## src/rtl/gram64_arbiter_pkg.sv

```systemverilog
// gram64_arbiter shared constants and types.
// Word/address sizing, FSM states and port selects.
package gram64_arbiter_pkg;

  localparam int WIDTH  = 16;
  localparam int ADDR_W = 6;
  localparam int DEPTH  = 1 << ADDR_W;

  typedef enum logic {
    ARB   = 1'b0,
    CLEAR = 1'b1
  } state_t;

  typedef enum logic {
    SEL_A = 1'b0,
    SEL_B = 1'b1
  } sel_t;

endpackage

```

## src/rtl/gram64_arbiter_rr_arb2.sv

```systemverilog
// Two-way round-robin grant logic.
// Holds the last winner so a tie goes to the other port.
module gram64_arbiter_rr_arb2
  import gram64_arbiter_pkg::*;
(
  input  logic clk,
  input  logic rst_n,
  input  logic en,
  input  logic req_a,
  input  logic req_b,
  output logic gnt_a,
  output logic gnt_b
);

  sel_t last_q;

  always_comb begin
    gnt_a = 1'b0;
    gnt_b = 1'b0;
    if (en) begin
      unique case (1'b1)
        (req_a && req_b): begin
          gnt_a = (last_q == SEL_B);
          gnt_b = (last_q == SEL_A);
        end
        (req_a && !req_b): gnt_a = 1'b1;
        (!req_a && req_b): gnt_b = 1'b1;
        default: ;
      endcase
    end
  end

  always_ff @(posedge clk or negedge rst_n) begin
    if (!rst_n) begin
      last_q <= SEL_B;
    end else if (gnt_a) begin
      last_q <= SEL_A;
    end else if (gnt_b) begin
      last_q <= SEL_B;
    end
  end

endmodule

```

## src/rtl/gram64_arbiter.sv

```systemverilog
// Two-port round-robin front end for gram64.
// Adds a bulk-clear sequencer that locks out both ports.
module gram64_arbiter #(
  parameter int WIDTH  = gram64_arbiter_pkg::WIDTH,
  parameter int ADDR_W = gram64_arbiter_pkg::ADDR_W,
  parameter logic [WIDTH-1:0] CLEAR_VALUE = '0
) (
  input  logic              clk,
  input  logic              rst_n,
  input  logic              a_req,
  input  logic              a_we,
  input  logic [ADDR_W-1:0] a_addr,
  input  logic [WIDTH-1:0]  a_wdata,
  output logic              a_gnt,
  output logic              a_rvalid,
  output logic [WIDTH-1:0]  a_rdata,
  input  logic              b_req,
  input  logic              b_we,
  input  logic [ADDR_W-1:0] b_addr,
  input  logic [WIDTH-1:0]  b_wdata,
  output logic              b_gnt,
  output logic              b_rvalid,
  output logic [WIDTH-1:0]  b_rdata,
  input  logic              start_clear,
  output logic              busy,
  output logic              clear_done,
  output logic [WIDTH-1:0]  mem_w,
  output logic [ADDR_W-1:0] mem_address,
  output logic              mem_load,
  input  logic [WIDTH-1:0]  mem_out_w
);

  import gram64_arbiter_pkg::*;

  state_t            state_q, state_d;
  logic [ADDR_W-1:0] cnt_q, cnt_d;
  logic              done_d;
  logic              arb_en;

  // A clear request steals its own cycle from both ports.
  assign arb_en = (state_q == ARB) && !start_clear;
  assign busy   = (state_q == CLEAR);

  gram64_arbiter_rr_arb2 u_rr (
    .clk   (clk),
    .rst_n (rst_n),
    .en    (arb_en),
    .req_a (a_req),
    .req_b (b_req),
    .gnt_a (a_gnt),
    .gnt_b (b_gnt)
  );

  always_comb begin
    state_d     = state_q;
    cnt_d       = cnt_q;
    done_d      = 1'b0;
    mem_load    = 1'b0;
    mem_address = '0;
    mem_w       = '0;
    unique case (state_q)
      ARB: begin
        if (start_clear) begin
          state_d = CLEAR;
          cnt_d   = '0;
        end
        if (a_gnt) begin
          mem_address = a_addr;
          mem_load    = a_we;
          mem_w       = a_we ? a_wdata : '0;
        end else if (b_gnt) begin
          mem_address = b_addr;
          mem_load    = b_we;
          mem_w       = b_we ? b_wdata : '0;
        end
      end
      CLEAR: begin
        mem_load    = 1'b1;
        mem_address = cnt_q;
        mem_w       = CLEAR_VALUE;
        cnt_d       = cnt_q + ADDR_W'(1);
        if (cnt_q == {ADDR_W{1'b1}}) begin
          state_d = ARB;
          done_d  = 1'b1;
        end
      end
      default: state_d = ARB;
    endcase
  end

  always_ff @(posedge clk or negedge rst_n) begin
    if (!rst_n) begin
      state_q    <= ARB;
      cnt_q      <= '0;
      clear_done <= 1'b0;
    end else begin
      state_q    <= state_d;
      cnt_q      <= cnt_d;
      clear_done <= done_d;
    end
  end

  always_ff @(posedge clk or negedge rst_n) begin
    if (!rst_n) begin
      a_rvalid <= 1'b0;
      b_rvalid <= 1'b0;
      a_rdata  <= '0;
      b_rdata  <= '0;
    end else begin
      a_rvalid <= a_gnt && !a_we;
      b_rvalid <= b_gnt && !b_we;
      if (a_gnt && !a_we) a_rdata <= mem_out_w;
      if (b_gnt && !b_we) b_rdata <= mem_out_w;
    end
  end

endmodule

```

## config.mk

```make
export PLATFORM = sky130hd
export DESIGN_NAME = gram64_arbiter
export DESIGN_NICKNAME = d
export VERILOG_FILES = /design/src/rtl/gram64_arbiter_pkg.sv /design/src/rtl/gram64_arbiter_rr_arb2.sv /design/src/rtl/gram64_arbiter.sv
export SDC_FILE = /design/constraint.sdc
export NUM_CORES = 1
export LEC_CHECK = 0
export BUFFER_PORTS_ARGS = -buffer_cell sky130_fd_sc_hd__buf_2
export CORE_MARGIN = 4
export CORE_UTILIZATION = 39
export DETAILED_ROUTE_END_ITERATION = 8
export HOLD_SLACK_MARGIN = 0.05
export PLACE_DENSITY = 0.76
export SLEW_MARGIN = 20
export SYNTH_ARGS = -nofsm -noshare
export SYNTH_HDL_FRONTEND = slang
export SYNTH_SLANG_ARGS = --single-unit
```

## constraint.sdc

```tcl
create_clock -name clk -period 1.5 [get_ports clk]
set_input_delay 0.225 -clock clk [delete_from_list [all_inputs] [get_ports clk]]
set_output_delay 0.225 -clock clk [all_outputs]
set_load 0.03 [all_outputs]
```

==> flow_metrics.env, run 1 <==
export IMPL_syn_area_per_cell_um2=13.7
export IMPL_slowest_delay_ps=390
export IMPL_r2r_setup_slack_ps=-90
export IMPL_ys_async_sr_fraction_pct=100
export IMPL_die_area_mm2=0.00673
export IMPL_dr_pass1_iters=4
export IMPL_synth_area_leader_cell="dfrtp_1"
export IMPL_clk_root_buffer_cell="clkbuf_8"
export IMPL_power_density_mw_per_mm2=1710
export IMPL_initial_core_util_pct=41.1
export IMPL_htreeDepth=2
export IMPL_rr_endpoint="a_rdata[1]"
export IMPL_crit_path_end_kind="output port"
export IMPL_cts_buffers_inserted=5
export IMPL_busiest_layer="met2"
export IMPL_arrival_ps=1650
export IMPL_design_area_mm2=0.00351
export IMPL_grt_pass1_vias=1995
export IMPL_violations="setup timing"
export IMPL_synth_net_count=224
export IMPL_drt_wirelength_per_cell_um=18.0
export IMPL_fin_skew_ps=14.3
export IMPL_slowest_stage="dfstp_2"
export IMPL_netlist_area_mm2=0.00214
export IMPL_syn_inst=156
export IMPL_rsz0062_at_grt="yes"
export IMPL_holdPathStages=2
export IMPL_tns_ps=-10110
export IMPL_met3_usage_pct=5.92
export IMPL_start_kind="flop"
export IMPL_r2r_start="busy"
export IMPL_cts_sinks=43
export IMPL_area_delta_synth_final_pct=64.2
export IMPL_io_pins=128
export IMPL_drc=0
export IMPL_max_slew_margin_pct=71.5
export IMPL_synth_edff_count=0
export IMPL_fp_row_count=26
export IMPL_worst_pin_slew_ps=428
export IMPL_core_mm2=0.00520
export IMPL_max_cap_viol_count=0
export IMPL_worst_slack_ps=-373
export IMPL_hold_end="b_rdata[13]"
export IMPL_chipWidth_um=82.1
export IMPL_setup_viol=57
export IMPL_slew_viol_final=0
export IMPL_cts_max_path_buffers=2
export IMPL_grt_antenna_before_repair=0
export IMPL_yosys_area_top_type_share_pct=49.1
export IMPL_synth_flop_cell="dfrtp_1"
export IMPL_drt_total_wl_um=6680
export IMPL_status="finished, violations left"
export IMPL_critPathMaxFanout=8
export IMPL_crit_chain="nand2b_4, and4_4, buf_16, or3_4, buf_6"
export IMPL_placed_area_mm2=0.00305
export IMPL_die_height_um=82.1
export IMPL_ys_ff_latch=43
export IMPL_port_buffers=127
export IMPL_clk_latency_ps=300
export IMPL_ys_seq_area_share_pct=50.4
export IMPL_crit_type="flop to output port"
export IMPL_met2_usage_pct=36.3
export IMPL_p_leak_nw=1.95
export IMPL_place_hpwl_um=4660
export IMPL_use_met1_pct=21.7
export IMPL_via_per_inst=5.06
export IMPL_finalPower_mw=6.02
export IMPL_antenna_cells=0
export IMPL_grt_max_degree=27
export IMPL_drtIter0Drc=32
export IMPL_min_path_type="input port to flop"
export IMPL_fmax_mhz=534
export IMPL_gp_congestion=0.771
export IMPL_min_delay_start="mem_out_w[13]"
export IMPL_synth_warnings=0
export IMPL_finalHoldViolCount=0
export IMPL_vias=1883
export IMPL_overflow=0
export IMPL_grt_pass1_wl_um=9890
export IMPL_final_nets=369
export IMPL_antenna_left=0
export IMPL_min_period_ps=1870
export IMPL_ir_drop_mv=1.24
export IMPL_grtUsageTotal_pct=19.6
export IMPL_holdWs_ps=173
export IMPL_required_ps=1270
export IMPL_r2r_cells=5
export IMPL_yosys_top_cells_area="dfrtp_1 (49%), mux2_4 (13%), mux2_2 (7.4%)"
export IMPL_timing_final_crit_share_pct=125
export IMPL_drive_gt1_share_pct=74.2
export IMPL_cts_tree="done"
export IMPL_synth_cell_types=36
export IMPL_cts_clk_slew_worst_paths_ps=90
## sequential cells by signal, indices dropped and copies added, names as in the netlist
name,count
a_rvalid,1
u_rr.last_q,1
cnt_q,6
b_rdata,16
b_rvalid,1
a_rdata,16
clear_done,1
busy,1
## metal layers
metal  part of all wire [%]  wire (um)
met1                     37       2500
met2                     50       3350
met5                      0          0
met3                     11        752
met4                    1.1         76
## synth_stat cells, drive strengths merged (2+ instances only)
library cell  instances
dfrtp                42
mux2                 32
a22o                 16
buf                   8
a221o                 6
and3                  5
nand3                 5
and2                  4
nand2                 4
nand2b                4
nor2                  3
nor3b                 3
a21o                  2
a21oi                 2
a31oi                 2
clkbuf                2
inv                   2
o21ai                 2
xnor2                 2
## critical path: cells and delay by family (launching register included)
family        cells  cell delay (ps)
flops             1              390
buf+inv           2              290
simple gates      3              670
## kinds of logic (layout without fill, tap and decap cells)
kind of cell               Yosys count  count (layout)  share of synthesized area [%]
DFF                                 43              43                           50.4
adders and majority gates            1               1                          0.585
buffers and inverters               12             157                           4.68
and+or+nand+nor                     34              35                           10.6
xor gates and xnor gates             3               3                           1.23
muxes                               33              33                           20.5
AOI/OAI and AO/OA                   30              30                           12.1
## per-stage QoR
step                worst slack [ps]  util, %  std cells
global placement                -130     58.6        356
finish                          -373     67.5        372
detailed placement              -153     58.6        356
CTS                             -375     66.9        370
global route                    -418     67.5        372
floorplan                      -74.9        -        156
## layout make-up
| type | instances | area [um^2] |
|---|---|---|
| fillers | 394 | 1690 |
| multi-input cells | 102 | 1190 |
| flip-flops and latches | 43 | 1080 |
| repair buffers | 146 | 1030 |
| well taps | 70 | 87.6 |
| clock buffers | 6 | 82.6 |
| inverters | 2 | 20.0 |
| clock inverters | 2 | 13.8 |
| repair inverters | 1 | 11.3 |
## how the worst max path moves through the flow
stage                            from        endpoint  slack [ps]  cells after the start
final                     u_rr.last_q        mem_load        -370                      5
after CTS                        busy  mem_address[5]        -380                      6
after detailed placement  u_rr.last_q       mem_w[15]        -150                      5
after global routing             busy  mem_address[5]        -420                      6
after global placement    u_rr.last_q        mem_load        -130                      5
after floorplan                  busy     a_rdata[10]         -70                      5
## report_power, final
part	internal, mW	switching, mW	total, mW
registers	1.67	0.347	2.01
clock network	0.377	0.405	0.782
logic	1.46	1.76	3.22
total	3.51	2.51	6.02
## cells in the final DEF (no fill, tap or decap), types with 2 or more instances in the layout
cell | netlist | final
clkbuf_8 | 0 | 6
buf_4 | 1 | 7
mux2_2 | 14 | 10
o21ai_0 | 2 | 2
nand2b_1 | 4 | 3
xnor2_1 | 2 | 2
a31oi_1 | 2 | 2
a22o_4 | 0 | 16
a21o_1 | 2 | 2
nand2_1 | 3 | 3
nand3_1 | 5 | 5
nor2_1 | 3 | 2
buf_6 | 4 | 31
buf_2 | 2 | 102
and3_1 | 5 | 3
and3_4 | 0 | 3
and2_1 | 4 | 3
a221o_2 | 0 | 6
mux2_4 | 18 | 22
dfrtp_1 | 42 | 41
nor3b_1 | 3 | 3
buf_12 | 1 | 4
## repair_timing
action                                  CTS  global route
setup buffers                             2             2
hold buffers                              1             0
endpoints found under the setup margin   42            57
gates cloned                              3             0
endpoints found under the hold margin    17             0
resized for setup                        75             4
pin swaps                                 6             7
No activity file was read; power rests on OpenSTA's default activity.
==> run 2: changes to the inputs <==
--- a/config.mk
+++ b/config.mk
@@ -10,7 +10,7 @@
 export CORE_UTILIZATION = 39
 export DETAILED_ROUTE_END_ITERATION = 8
 export HOLD_SLACK_MARGIN = 0.05
-export PLACE_DENSITY = 0.76
+export PLACE_DENSITY_LB_ADDON = 0.3
 export SLEW_MARGIN = 20
 export SYNTH_ARGS = -nofsm -noshare
 export SYNTH_HDL_FRONTEND = slang
==> run 2 against run 1 <==
  * The run still ends with setup timing left
  * Total power up 1.7%
  * Non-clock buffer count increased by 3
  * Clock power is 14% higher
  * Wire length is 4.9% lower
  * Largest power group unchanged
==> flow_metrics.env, run 2 (synthesis gave the netlist of run 1 again) <==
export IMPL_status="finished, violations left"
export IMPL_violations="setup timing"
export IMPL_ir_drop_mv=1.12
export IMPL_gp_congestion=0.741
export IMPL_drtIter0Drc=52
export IMPL_fillCellCount=374
export IMPL_overflow=0
export IMPL_drt_wirelength_per_cell_um=16.9
export IMPL_cts_max_path_buffers=2
export IMPL_drive_gt1_share_pct=74.4
export IMPL_fp_row_count=26
export IMPL_final_cells=375
export IMPL_drc=0
export IMPL_min_delay_start="mem_out_w[12]"
export IMPL_start_kind="flop"
export IMPL_max_slew_margin_pct=74.8
export IMPL_fin_util_pct=68.7
export IMPL_rsz0062_at_grt="yes"
export IMPL_hold_end="b_rdata[12]"
export IMPL_min_period_ps=1890
export IMPL_r2r_setup_slack_ps=-100
export IMPL_worst_pin_slew_ps=379
export IMPL_p_switching_mw=2.50
export IMPL_slew_viol_final=0
export IMPL_rr_endpoint="b_rdata[7]"
export IMPL_seq_area_mm2=0.00108
export IMPL_cts_tree="done"
export IMPL_internal_power_mw=3.62
export IMPL_place_hpwl_um=4520
export IMPL_dpl_cell_count=358
export IMPL_grt_pass1_vias=1959
export IMPL_crit_path_end_kind="output port"
export IMPL_via_per_inst=5.01
export IMPL_fmax_mhz=530
export IMPL_combPwrFrac_pct=52.5
export IMPL_r2r_start="busy"
export IMPL_core_mm2=0.00520
export IMPL_timing_final_crit_share_pct=126
export IMPL_grt_pass1_wl_um=9240
export IMPL_die_height_um=82.1
export IMPL_dr_pass1_iters=5
export IMPL_arrival_ps=1660
export IMPL_io_pins=128
export IMPL_antenna_left=0
export IMPL_area_delta_synth_final_pct=67.1
export IMPL_vias=1878
export IMPL_startpoint="u_rr.last_q"
export IMPL_min_path_type="input port to flop"
export IMPL_final_nets=372
export IMPL_die_area_mm2=0.00673
export IMPL_cts_buffers_inserted=5
export IMPL_finalHoldViolCount=0
export IMPL_htreeDepth=2
export IMPL_power_density_mw_per_mm2=1710
export IMPL_multi_input_area_mm2=0.00118
export IMPL_grt_antenna_before_repair=0
export IMPL_antenna_cells=0
export IMPL_port_buffers=127
export IMPL_r2r_cells=6
export IMPL_p_leak_nw=1.98
export IMPL_grt_max_degree=30
export IMPL_p_sw_share_pct=40.9
export IMPL_required_ps=1270
export IMPL_drt_total_wl_um=6360
export IMPL_fin_skew_ps=6.22
export IMPL_setup_viol=57
export IMPL_final_cell_mix="buf_2 (102), dfrtp_1 (41), buf_6 (32)"
export IMPL_crit_type="flop to output port"
export IMPL_chipWidth_um=82.1
export IMPL_max_cap_viol_count=0
export IMPL_critPathMaxFanout=9
export IMPL_cts_clk_slew_worst_paths_ps=80
export IMPL_initial_core_util_pct=41.1
export IMPL_clk_root_buffer_cell="clkbuf_8"
export IMPL_cts_sinks=43
export IMPL_holdPathStages=2
export IMPL_seqPwrFrac_pct=32.9
export IMPL_worst_slack_ps=-387
export IMPL_clock_power_share_pct=14.5
export IMPL_layout_commonest_cell="buf_2"
export IMPL_finalPower_mw=6.12
export IMPL_grtUsageTotal_pct=18.1
export IMPL_reg_largest_list="a_rdata x16, b_rdata x16, cnt_q x6"
export IMPL_clk_latency_ps=290
[run 2: how the worst max path moves through the flow]
stage                     endpoint  slack, ps  depth (start not counted)
CTS                 mem_address[4]       -380                          4
detailed placement        mem_load       -140                          5
finish                    mem_w[0]       -390                          5
floorplan              a_rdata[10]        -70                          5
global placement          mem_load       -130                          5
global route              mem_w[0]       -450                          5
[run 2: repair_timing]
item	CTS	global route
buffers inserted	3	2
pin swaps	6	3
resized for setup	73	7
endpoints found under the hold margin	14	0
setup endpoints to repair	39	57
hold buffers	1	0
cloned	5	0
[run 2: area by class of cell]
type | count | area share (%)
Clock buffer | 5 | 1.93
Clock inverter | 3 | 1.23
Inverter | 2 | 0.420
Multi-Input combinational cell | 102 | 33.0
Sequential cell | 43 | 30.2
Tap cell | 70 | 2.45
Timing Repair Buffer | 149 | 30.5
Timing Repair inverter | 1 | 0.315
[run 2: critical path: stages, from the launching register on]
cell and delay, ps:
dfstp_2 570, nand2b_4 130, and4_4 260, buf_12 140, a22o_2 140, buf_6 130
[run 2: metrics by stage]
| step | worst slack [ps] | cell area [um^2] | hold WS (ps) | setup TNS, ps |
|---|---|---|---|---|
| floorplan | -74.9 | 2300 | -70.6 | -1290 |
| global placement | -128 | 3060 | 154 | -2330 |
| detailed placement | -143 | 3060 | 163 | -3080 |
| CTS | -378 | 3540 | 160 | -10940 |
| global route | -446 | 3570 | 162 | -14090 |
| finish | -387 | 3570 | 172 | -10820 |
[run 2: power groups by stage]
stage	Sequential, mW	Combinational, mW	Clock (mW)
2_1_floorplan	2.79	1.28	0
3_3_place_gp	2.01	2.89	0
3_5_place_dp	2.02	2.94	0
4_1_cts	2.01	3.24	0.923
5_1_grt	2.08	3.41	0.982
6_report	2.02	3.22	0.890
[run 2: metal layers]
| layer | vias to the layer above | wire length (um) | track usage, % |
|---|---|---|---|
| met5 | - | 0 | 0 |
| met3 | 5 | 597 | 5.26 |
| li1 | 879 | - | - |
| met4 | 0 | 46 | 4.15 |
| met1 | 911 | 2340 | 20.4 |
| met2 | 83 | 3370 | 33.5 |
==> run 3: changes to the inputs <==
--- a/config.mk
+++ b/config.mk
@@ -14,4 +14,5 @@
 export SLEW_MARGIN = 20
 export SYNTH_ARGS = -nofsm -noshare
 export SYNTH_HDL_FRONTEND = slang
+export SYNTH_HIERARCHICAL = 1
 export SYNTH_SLANG_ARGS = --single-unit
==> run 3 against run 2 <==
  * The flow still finishes with violations (setup timing)
  * Total power shrank 20%
  * Clock power shrank 2%
  * Combinational power is 30% lower
  * Register-to-register slack worse by 190 ps
  * Sequential share of layout area rose by 0.42 points
  * Via count rose by 3.9%
  * Die area is 2.0% lower
  * Clock skew decreased by 0.58 ps
  * Critical path depth up 2
  * Wire length down 4.6%
  * Clock-buffer cell count grew 2
  * Critical endpoint is now mem_load
  * Largest cell class unchanged
==> flow_metrics.env, run 3 <==
export IMPL_grt_antenna_before_repair=0
export IMPL_synthMuxAreaShare_pct=19.3
export IMPL_fillCellCount=378
export IMPL_initial_core_util_pct=40.7
export IMPL_ys_seq_area_share_pct=51.5
export IMPL_dpl_cell_count=376
export IMPL_core_mm2=0.00514
export IMPL_cts_sinks=43
export IMPL_die_area_mm2=0.00660
export IMPL_crit_path_end_kind="output port"
export IMPL_ir_drop_mv=1.00
export IMPL_worst_pin_slew_ps=390
export IMPL_fin_skew_ps=5.64
export IMPL_io_pins=128
export IMPL_clk_latency_ps=290
export IMPL_synth_simple_gate_area_share_pct=10.4
export IMPL_synthTopCellsByCount="dfrtp_1 (42), mux2_2 (23), a22oi_1 (21)"
export IMPL_holdWs_ps=173
export IMPL_drc=0
export IMPL_p_leak_nw=1.76
export IMPL_htreeDepth=2
export IMPL_reg_largest_list="a_rdata x16, b_rdata x16, cnt_q x6"
export IMPL_final_nets=395
export IMPL_die_height_um=81.2
export IMPL_setup_viol=58
export IMPL_cts_max_path_buffers=2
export IMPL_crit_chain="nor2_4, nand2_2, a21oi_4, and3b_1, buf_6, or3_4, buf_6"
export IMPL_clk_root_buffer_cell="clkbuf_8"
export IMPL_violations="setup timing"
export IMPL_min_path_type="input port to flop"
export IMPL_synth_warnings=6
export IMPL_syn_inst=176
export IMPL_yosys_top_cells_area="dfrtp_1 (50%), mux2_2 (12%), a22oi_1 (7.5%)"
export IMPL_netlist_area_mm2=0.00209
export IMPL_synth_top_family_by_area="multiplexers"
export IMPL_place_hpwl_um=4370
export IMPL_yosys_area_top_type_share_pct=50.3
export IMPL_ys_async_sr_fraction_pct=100
export IMPL_drtIter0Drc=27
export IMPL_worst_slack_ps=-622
export IMPL_area_delta_synth_final_pct=68.6
export IMPL_grt_pass1_vias=1898
export IMPL_status="finished, violations left"
export IMPL_dr_pass1_iters=4
export IMPL_slowest_delay_ps=420
export IMPL_antenna_cells=0
export IMPL_rsz0062_at_grt="yes"
export IMPL_critPathMaxFanout=7
export IMPL_synth_net_count=244
export IMPL_synth_area_leader_cell="dfrtp_1"
export IMPL_ys_ff_latch=43
export IMPL_port_buffers=127
export IMPL_holdPathStages=2
export IMPL_layout_commonest_cell="buf_2"
export IMPL_slowest_stage="dfrtp_2"
export IMPL_fp_row_count=26
export IMPL_r2r_setup_slack_ps=-290
export IMPL_gp_congestion=0.784
export IMPL_power_density_mw_per_mm2=1390
export IMPL_synth_edff_count=0
export IMPL_drt_total_wl_um=6060
export IMPL_arrival_ps=1900
export IMPL_drt_wirelength_per_cell_um=15.2
export IMPL_final_cell_mix="buf_2 (103), dfrtp_1 (41), buf_4 (27)"
export IMPL_max_cap_viol_count=0
export IMPL_grt_pass1_wl_um=9000
export IMPL_cts_clk_slew_worst_paths_ps=80
export IMPL_cts_tree="done"
export IMPL_r2r_cells=8
export IMPL_timing_final_crit_share_pct=141
export IMPL_final_cells=398
export IMPL_antenna_left=0
export IMPL_required_ps=1270
export IMPL_chipWidth_um=81.2
export IMPL_dp_slack_ps=-404
export IMPL_start_kind="flop"
export IMPL_synth_xor_area_share_pct=0.419
export IMPL_slew_viol_final=0
export IMPL_yosysMostFrequentCell="dfrtp_1"
export IMPL_synth_flop_cell="dfrtp_1"
export IMPL_min_period_ps=2120
export IMPL_grt_max_degree=29
export IMPL_grtUsageTotal_pct=17.9
export IMPL_vias=1952
export IMPL_synthAdderAreaFrac_pct=0.598
export IMPL_max_slew_margin_pct=74.0
export IMPL_cts_buffers_inserted=5
export IMPL_drive_gt1_share_pct=75.0
export IMPL_syn_area_per_cell_um2=11.9
export IMPL_crit_type="flop to output port"
export IMPL_overflow=0
export IMPL_finalHoldViolCount=0
export IMPL_synth_compound_gate_area_share_pct=12.1
export IMPL_via_per_inst=4.90
export IMPL_synth_cell_types=32
export IMPL_fmax_mhz=471
export IMPL_cp_common_cell="buf_6"
==> run 3: changes by cell type after synthesis, sizes merged, moves of 3 or more <==
| cell | change |
|---|---|
| nand2 | +7 |
| and2 | -3 |
| a221o | -6 |
| nand3 | -3 |
| o21ai | +6 |
| and3 | -4 |
| a22o | -16 |
| a22oi | +21 |
| nor2 | +17 |
| nor3b | -3 |
==> run 3: path summary, 6_finish.rpt <==
check | startpoint | to
max | busy | mem_load
min | mem_out_w[6] | a_rdata[6]
max reg2reg | busy | a_rdata[1]
min reg2reg | b_rdata[10] | b_rdata[10]
max in group asynchronous | rst_n | u_rr/last_q
min in group asynchronous | rst_n | b_rdata[0]
==> run 3: layout make-up <==
cell class	count	area [um^2]	share of cell area, %
inverters	2	7.51	0.213
well taps	70	87.6	2.48
clock buffers	7	76.3	2.16
clock inverters	1	30.0	0.852
repair buffers	155	1050	29.8
multi-input cells	120	1190	33.9
flip-flops and latches	43	1080	30.6
==> run 3: cell families after synthesis <==
logic type | count (synthesis)
multiplexers | 33
XOR/XNOR | 1
buffers and inverters | 15
AO/OA/AOI/OAI | 37
adder cells (fa/ha/maj) | 1
flip-flops | 43
AND/OR/NAND/NOR | 46
==> run 3: through the flow <==
stage / setup TNS, ps / total power, mW / instance area (um^2) / util [%]
global placement: -12100 / 3.82 / 3090 / 60.1
floorplan: -28490 / 3.18 / 2340 / -
CTS: -19890 / 4.81 / 3420 / 66.6
global route: -25010 / 5.17 / 3530 / 68.6
finish: -20020 / 4.90 / 3530 / 68.6
detailed placement: -13460 / 3.86 / 3090 / 60.1
==> run 3: what timing repair did <==
item,CTS,global route
endpoints found under the setup margin,57,58
resized for setup,32,34
buffers inserted,6,5
hold buffers,1,0
pin swaps,2,3
cloned,4,0
hold endpoints to repair,15,0
==> run 3: worst max-delay path, delay by kind of cell, from the launching register on <==
family                 cells  cell delay (ps)
AOI/OAI and AO/OA          1              140
DFF                        1              420
buffers and inverters      2              280
and+or+nand+nor            4              750
==> run 3: power by group <==
group          internal (mW)  total [mW]  switching [mW]
combinational          0.950        2.25            1.30
clock                  0.498       0.875           0.377
sequential              1.52        1.77           0.250
total                   2.97        4.90            1.93
==> run 3: per-layer routing <==
layer  up-vias  track usage [%]  wire [um]
met1       915             20.3       2320
met4         0             5.07         57
li1        936                -          -
met2        94             31.4       2980
met3         7             6.65        706
met5         -                0          0
